**src/rtl/mul_issue_ctrl_pkg.sv**
```systemverilog
// ============================================================================
// Module      : mul_issue_ctrl_pkg
// Description : Op encodings and the MULHU correction helper for mul_issue_ctrl.
// Revision    : 1.0 - initial release
// ============================================================================
`default_nettype none

package mul_issue_ctrl_pkg;

  localparam logic [1:0] MUL_OP_MUL   = 2'b00;
  localparam logic [1:0] MUL_OP_MULH  = 2'b01;
  localparam logic [1:0] MUL_OP_MULHU = 2'b10;

  // Adding this to the signed high word yields the unsigned high word.
  function automatic logic [31:0] mulhu_corr(input logic [31:0] a, input logic [31:0] b);
    return (a[31] ? b : 32'd0) + (b[31] ? a : 32'd0);
  endfunction

endpackage

`default_nettype wire

```
**src/rtl/mul_issue_ctrl_mul.sv**
```systemverilog
// ============================================================================
// Module      : mul_top
// Description : 32x32 signed multiplier; product registered once, valid the cycle after inputs.
// Revision    : 1.0 - initial release
// ============================================================================
`default_nettype none

module mul_top (
  input  logic        mul_clk,
  input  logic        resetn,
  input  logic [31:0] a,
  input  logic [31:0] b,
  output logic [63:0] result
);

  logic [63:0] w_prod;
  logic [63:0] r_result;

  // Low 64 bits of the sign-extended product equal the signed 64-bit product.
  assign w_prod = {{32{a[31]}}, a} * {{32{b[31]}}, b};

  always_ff @(posedge mul_clk or negedge resetn) begin
    if (!resetn) begin
      r_result <= 64'd0;
    end else begin
      r_result <= w_prod;
    end
  end

  assign result = r_result;

endmodule

`default_nettype wire

```
**src/rtl/mul_issue_ctrl.sv**
```systemverilog
// ============================================================================
// Module      : mul_issue_ctrl
// Description : Issue/return control for the multiplier with 1-entry result hold and flush.
// Revision    : 1.0 - initial release
// ============================================================================
`default_nettype none

module mul_issue_ctrl
  import mul_issue_ctrl_pkg::*;
#(
  parameter int TAG_W = 5
) (
  input  logic             mul_clk,
  input  logic             resetn,
  input  logic             in_valid,
  output logic             in_ready,
  input  logic [1:0]       in_op,
  input  logic [31:0]      in_src1,
  input  logic [31:0]      in_src2,
  input  logic [TAG_W-1:0] in_tag,
  input  logic             flush,
  output logic             out_valid,
  input  logic             out_ready,
  output logic [31:0]      out_result,
  output logic [TAG_W-1:0] out_tag,
  output logic             busy
);

  logic             r_s2_valid;
  logic [1:0]       r_s2_op;
  logic [TAG_W-1:0] r_s2_tag;
  logic [31:0]      r_s2_corr;
  logic             r_hold_valid;
  logic [31:0]      r_hold_result;
  logic [TAG_W-1:0] r_hold_tag;

  logic             w_in_fire;
  logic [63:0]      w_prod;
  logic [31:0]      w_live;

  mul_top u_mul (
    .mul_clk (mul_clk),
    .resetn  (resetn),
    .a       (in_src1),
    .b       (in_src2),
    .result  (w_prod)
  );

  assign in_ready  = out_ready | (~r_hold_valid & ~r_s2_valid);
  assign w_in_fire = in_valid & in_ready & ~flush;
  assign busy      = r_s2_valid | r_hold_valid;

  // Reserved encoding 2'b11 falls into the default arm and behaves as MUL.
  always_comb begin
    w_live = w_prod[31:0];
    case (r_s2_op)
      MUL_OP_MULH:  w_live = w_prod[63:32];
      MUL_OP_MULHU: w_live = w_prod[63:32] + r_s2_corr;
      default:      w_live = w_prod[31:0];
    endcase
  end

  always_comb begin
    out_valid  = 1'b0;
    out_result = 32'd0;
    out_tag    = '0;
    if (r_hold_valid) begin
      out_valid  = 1'b1;
      out_result = r_hold_result;
      out_tag    = r_hold_tag;
    end else if (r_s2_valid) begin
      out_valid  = 1'b1;
      out_result = w_live;
      out_tag    = r_s2_tag;
    end
  end

  always_ff @(posedge mul_clk or negedge resetn) begin
    if (!resetn) begin
      r_s2_valid    <= 1'b0;
      r_s2_op       <= 2'b00;
      r_s2_tag      <= '0;
      r_s2_corr     <= 32'd0;
      r_hold_valid  <= 1'b0;
      r_hold_result <= 32'd0;
      r_hold_tag    <= '0;
    end else if (flush) begin
      r_s2_valid   <= 1'b0;
      r_hold_valid <= 1'b0;
    end else begin
      r_s2_valid <= w_in_fire;
      if (w_in_fire) begin
        r_s2_op   <= in_op;
        r_s2_tag  <= in_tag;
        r_s2_corr <= mulhu_corr(in_src1, in_src2);
      end
      // The product lives only one cycle, so a stalled result must be captured now.
      if (r_s2_valid && !out_ready) begin
        r_hold_valid  <= 1'b1;
        r_hold_result <= w_live;
        r_hold_tag    <= r_s2_tag;
      end else if (r_hold_valid && out_ready) begin
        r_hold_valid <= 1'b0;
      end
    end
  end

endmodule

`default_nettype wire

```
**config.mk**
```make
export PLATFORM = sky130hd
export DESIGN_NAME = mul_issue_ctrl
export DESIGN_NICKNAME = d
export VERILOG_FILES = /design/src/rtl/mul_issue_ctrl_pkg.sv /design/src/rtl/mul_issue_ctrl_mul.sv /design/src/rtl/mul_issue_ctrl.sv
export SDC_FILE = /design/constraint.sdc
export NUM_CORES = 2
export LEC_CHECK = 0
export ABC_AREA = 1
export BUFFER_PORTS_ARGS = -buffer_cell sky130_fd_sc_hd__buf_2
export CAP_MARGIN = 40
export CORE_MARGIN = 4
export CORE_UTILIZATION = 35
export DETAILED_ROUTE_END_ITERATION = 10
export SYNTH_ARGS = -nofsm -noshare
export SYNTH_HDL_FRONTEND = slang
export SYNTH_HIERARCHICAL = 1
export SYNTH_SLANG_ARGS = --single-unit
```
**constraint.sdc**
```tcl
create_clock -name mul_clk -period 6.1 [get_ports mul_clk]
set_clock_uncertainty 0.15 [all_clocks]
set_input_delay 1.525 -clock mul_clk [delete_from_list [all_inputs] [get_ports mul_clk]]
set_output_delay 1.525 -clock mul_clk [all_outputs]
set_load 0.02 [all_outputs]
```
==> report_table.html <==
<table>
<tr><th>Metric</th><th>Value</th></tr>
<tr><th colspan="2">Route</th></tr>
<tr><td>Final antenna-violating net count</td><td>0</td></tr>
<tr><td>Average wire length per cell after detail routing</td><td>18.24 um</td></tr>
<tr><td>Initial DRT Pass Iterations</td><td>8</td></tr>
<tr><td>DR vias</td><td>42,104</td></tr>
<tr><td>Routed vias/inst</td><td>4.705</td></tr>
<tr><td>Count of routing violations after the opening detailed-route iteration</td><td>2,735</td></tr>
<tr><td>Number of remaining DRC errors</td><td>0</td></tr>
<tr><td>Final routed wirelength across all metal layers</td><td>163,300 um</td></tr>
<tr><th colspan="2">Clock tree</th></tr>
<tr><td>Clock-pin slew on the worst setup and hold paths</td><td>0.07 ns</td></tr>
<tr><td>Buffers from clock root to sink, at most</td><td>2</td></tr>
<tr><td>Worst-Skew Late Latency</td><td>0.45 ns</td></tr>
<tr><td>TritonCTS clock tree</td><td>built</td></tr>
<tr><td>CTS sink cnt</td><td>142</td></tr>
<tr><td>Count of hold buffers inserted by post-cts repair</td><td>0</td></tr>
<tr><td>Buffer cell driving the clock tree root</td><td>sky130_fd_sc_hd__clkbuf_16</td></tr>
<tr><td>Cts bufs inserted</td><td>17</td></tr>
<tr><td>Number of levels in the clock H-tree</td><td>4</td></tr>
<tr><th colspan="2">STA</th></tr>
<tr><td>Final setup violation count</td><td>55</td></tr>
<tr><td>Headroom to the max-slew limit</td><td>55.18%</td></tr>
<tr><td>Max frequency</td><td>128.9 MHz</td></tr>
<tr><td>Crit path setup slack, layout</td><td>-1.658 ns</td></tr>
<tr><td>Shortest clock period the worst path allows after layout</td><td>7.758 ns</td></tr>
<tr><td>Unrepaired setup endpoints after global routing</td><td>true</td></tr>
<tr><td>Post-route clock period utilization</td><td>127.2%</td></tr>
<tr><td>Final Hold Vio Count</td><td>0</td></tr>
<tr><td>Count of pins over their slew limit</td><td>0</td></tr>
<tr><td>Worst hold slack after final layout</td><td>0.3327 ns</td></tr>
<tr><td>Worst-margin pin slew</td><td>0.6723 ns</td></tr>
<tr><th colspan="2">Placed design</th></tr>
<tr><td>Final GP Congestion</td><td>0.9331</td></tr>
<tr><td>Final HPWL from detailed placement</td><td>137,000 um</td></tr>
<tr><td>I/O Buffers</td><td>115</td></tr>
<tr><td>Placed cells</td><td>8,806</td></tr>
<tr><th colspan="2">Synthesis</th></tr>
<tr><td>Cells after synthesis</td><td>6,547</td></tr>
<tr><td>Mux share of post-synthesis cell area</td><td>0%</td></tr>
<tr><td>Post-Syn Area per Cell</td><td>7.477 um^2</td></tr>
<tr><td>Cells taking the most area after synthesis</td><td>sky130_fd_sc_hd__fa_1, sky130_fd_sc_hd__nand2_1, sky130_fd_sc_hd__inv_1, sky130_fd_sc_hd__dfrtp_1, sky130_fd_sc_hd__ha_1</td></tr>
<tr><td>Share of synthesized area occupied by flip-flops and latches</td><td>7.259%</td></tr>
<tr><td>Compound-gate portion of the synthesized area</td><td>3.632%</td></tr>
<tr><td>Main combinational cell family by area after synthesis</td><td>adder cells</td></tr>
<tr><td>Library cell occupying the most area in the post-synthesis netlist</td><td>sky130_fd_sc_hd__fa_1</td></tr>
<tr><td>Nets in the synthesized netlist</td><td>7,955</td></tr>
<tr><td>Mapped Area</td><td>0.04895 mm^2</td></tr>
<tr><td>Adder-Cell Fraction of Synth Area</td><td>50.67%</td></tr>
<tr><td>Distinct cells, synth</td><td>43</td></tr>
<tr><td>Post-synthesis share of cell area spent on xor and xnor gates</td><td>0.9840%</td></tr>
<tr><td>Async SR Flop Fraction</td><td>100.0%</td></tr>
<tr><td>Yosys top cell area share</td><td>44.33%</td></tr>
<tr><td>Post-synth top flop</td><td>sky130_fd_sc_hd__dfrtp_1</td></tr>
<tr><td>Yosys warnings</td><td>6</td></tr>
<tr><td>Simple-gate share of the synthesized area</td><td>21.11%</td></tr>
<tr><td>Count of state elements after synthesis</td><td>142</td></tr>
<tr><td>Post-synth EDFFs</td><td>0</td></tr>
<tr><th colspan="2">Status</th></tr>
<tr><td>Violations in the final reports</td><td>setup timing</td></tr>
<tr><td>Status</td><td>complete, but fails checks</td></tr>
<tr><th colspan="2">Setup path</th></tr>
<tr><td>Arr. time, crit path</td><td>7.93 ns</td></tr>
<tr><td>Worst path required time</td><td>6.27 ns</td></tr>
<tr><td>Critical path startpoint</td><td>in_src1[31]</td></tr>
<tr><td>Reg-to-Reg Start</td><td>r_hold_valid</td></tr>
<tr><td>Type of the setup path with the least slack</td><td>input port to register</td></tr>
<tr><td>Type of origin of the critical path</td><td>input port</td></tr>
<tr><td>Maximum fanout along the worst path</td><td>8</td></tr>
<tr><td>Worst Setup End Kind</td><td>register</td></tr>
<tr><th colspan="2">Final layout</th></tr>
<tr><td>Most used cells in the layout excluding fill and tap cells</td><td>sky130_fd_sc_hd__nand2_1, sky130_fd_sc_hd__inv_1, sky130_fd_sc_hd__fa_1, sky130_fd_sc_hd__buf_4, sky130_fd_sc_hd__ha_1</td></tr>
<tr><td>Most frequent standard cell in the layout excluding fill and tap cells</td><td>sky130_fd_sc_hd__nand2_1</td></tr>
<tr><td>Sequential standard cell area</td><td>0.003553 mm^2</td></tr>
<tr><td>Combined area of the multi-input logic cells</td><td>0.04087 mm^2</td></tr>
<tr><td>Fraction of final layout cells sized beyond drive strength 1</td><td>21.62%</td></tr>
<tr><td>Fillers</td><td>13,760</td></tr>
<tr><td>Final non-filler cell total</td><td>8,948</td></tr>
<tr><td>Syn-to-layout area delta</td><td>25.82%</td></tr>
<tr><td>Total Nets Final</td><td>8,477</td></tr>
<tr><th colspan="2">Global route</th></tr>
<tr><td>Number of global-route vias before repair</td><td>44,689</td></tr>
<tr><td>Maximum number of pins on one net before global-route repair</td><td>67</td></tr>
<tr><td>Overall fraction of global-route tracks in use</td><td>22.58%</td></tr>
<tr><td>Wire length of the first global-routing pass</td><td>257,100 um</td></tr>
<tr><td>Aggregate global routing overflow</td><td>0</td></tr>
<tr><td>Initial antenna violation count</td><td>4</td></tr>
<tr><th colspan="2">Die</th></tr>
<tr><td>Effective utilization at floorplan</td><td>35.43%</td></tr>
<tr><td>Core area</td><td>0.1382 mm^2</td></tr>
<tr><td>Chip height</td><td>382.0 um</td></tr>
<tr><td>Boundary Pins</td><td>116</td></tr>
<tr><td>Width of the chip</td><td>382.0 um</td></tr>
<tr><td>Row count</td><td>136</td></tr>
<tr><td>DIE AREA</td><td>0.1459 mm^2</td></tr>
<tr><th colspan="2">Worst hold path</th></tr>
<tr><td>Path category of the worst min-delay check</td><td>register to register</td></tr>
<tr><td>Hold Path Origin</td><td>r_hold_result[23]</td></tr>
<tr><th colspan="2">Run</th></tr>
<tr><td>Max-cap violations</td><td>0</td></tr>
</table>
metrics by stage:
stage | worst slack [ns] | TNS [ns] | area [um^2] | utilization (%)
after floorplan | -1.780 | -59.85 | 51140 | -
after global placement | -2.511 | -114.31 | 56940 | 41.21
after detailed placement | -2.514 | -115.58 | 56980 | 41.24
after CTS | -1.618 | -72.27 | 59620 | 43.15
after global routing | -1.790 | -83.86 | 61590 | 44.57
final | -1.658 | -74.46 | 61590 | 44.58
Yosys cell counts (9+ instances only):
cell and count:
sky130_fd_sc_hd__nand3b_1 9, sky130_fd_sc_hd__a21oi_1 149, sky130_fd_sc_hd__dfrtp_1 142, sky130_fd_sc_hd__nand4_1 32, sky130_fd_sc_hd__clkbuf_1 218, sky130_fd_sc_hd__nand2_2 20, sky130_fd_sc_hd__nand2_1 2003, sky130_fd_sc_hd__or2_2 36
sky130_fd_sc_hd__nor3_1 22, sky130_fd_sc_hd__o21bai_1 14, sky130_fd_sc_hd__nand3_1 174, sky130_fd_sc_hd__inv_2 9, sky130_fd_sc_hd__nor2_2 20, sky130_fd_sc_hd__ha_1 248, sky130_fd_sc_hd__xor2_1 37, sky130_fd_sc_hd__fa_1 1084
sky130_fd_sc_hd__xnor2_1 18, sky130_fd_sc_hd__nor2_1 232, sky130_fd_sc_hd__nand3_2 10, sky130_fd_sc_hd__o21ai_1 15, sky130_fd_sc_hd__inv_1 1877, sky130_fd_sc_hd__o21ai_0 111
area by class of cell:
type | count | share of cell area (%)
Antenna cell | 3 | 0.01219
Clock buffer | 19 | 0.7029
Clock inverter | 13 | 0.3433
Inverter | 1886 | 11.54
Multi-Input combinational cell | 4286 | 66.35
Sequential cell | 142 | 5.769
Tap cell | 1863 | 3.785
Timing Repair Buffer | 736 | 11.50
metal layers:
metal | GRT usage (%) | up-vias | share of wire, %
met4 | 5.195 | 2 | 2.6
met3 | 2.299 | 229 | 5.3
li1 | - | 19552 | -
met1 | 30.47 | 21109 | 43
met5 | 0 | - | 0.0074
met2 | 39.20 | 1212 | 49
kinds of logic after synthesis:
kind of cell | Yosys count
buffers and inverters | 2119
AND/OR/NAND/NOR | 2574
flip-flops | 142
AO/OA/AOI/OAI | 325
XOR/XNOR | 55
adder cells (fa/ha/maj) | 1332
state kept, by name, summed over array words and instances (netlist names):
name           count
r_s2_valid         1
u_mul/result      64
r_s2_corr         32
r_hold_valid       1
r_hold_tag         5
r_s2_op            2
r_hold_result     32
r_s2_tag           5
worst paths after layout:
check	endpoint	slack, ns	depth (start not counted)
max	u_mul/result[49]	-1.66	26
min in group asynchronous	r_hold_result[12]	0.95	1
max reg2reg	r_s2_corr[7]	3.36	10
min reg2reg	r_hold_result[23]	0.33	2
min	r_hold_result[23]	0.33	2
max in group asynchronous	u_mul/result[43]	3.78	2
worst max-delay path: stages:
cell	delay [ns]
sky130_fd_sc_hd__buf_12	0.11
sky130_fd_sc_hd__buf_12	0.14
sky130_fd_sc_hd__buf_12	0.15
sky130_fd_sc_hd__nand2_4	0.08
sky130_fd_sc_hd__inv_4	0.04
sky130_fd_sc_hd__fa_1	0.50
sky130_fd_sc_hd__fa_1	0.60
sky130_fd_sc_hd__fa_2	0.50
sky130_fd_sc_hd__buf_12	0.17
sky130_fd_sc_hd__buf_6	0.12
sky130_fd_sc_hd__fa_2	0.53
sky130_fd_sc_hd__fa_1	0.43
sky130_fd_sc_hd__fa_2	0.55
sky130_fd_sc_hd__fa_2	0.48
sky130_fd_sc_hd__fa_1	0.54
sky130_fd_sc_hd__ha_4	0.33
sky130_fd_sc_hd__nand2_4	0.08
sky130_fd_sc_hd__buf_6	0.12
sky130_fd_sc_hd__nor2_4	0.20
sky130_fd_sc_hd__nand2_4	0.09
sky130_fd_sc_hd__inv_2	0.08
sky130_fd_sc_hd__nand2_2	0.06
sky130_fd_sc_hd__nor3_2	0.19
sky130_fd_sc_hd__nand2_1	0.12
sky130_fd_sc_hd__nand4_1	0.09
sky130_fd_sc_hd__nand2_1	0.07
what timing repair did:
| item | CTS | global route |
|---|---|---|
| gates resized for setup | 318 | 431 |
| gates cloned | 13 | 1 |
| setup endpoints to repair | 56 | 56 |
| pin swaps | 158 | 285 |
| buffers inserted | 51 | 58 |
Power is not shown: default switching activity piles up to over one toggle a cycle in this logic, so the estimate is an artifact.
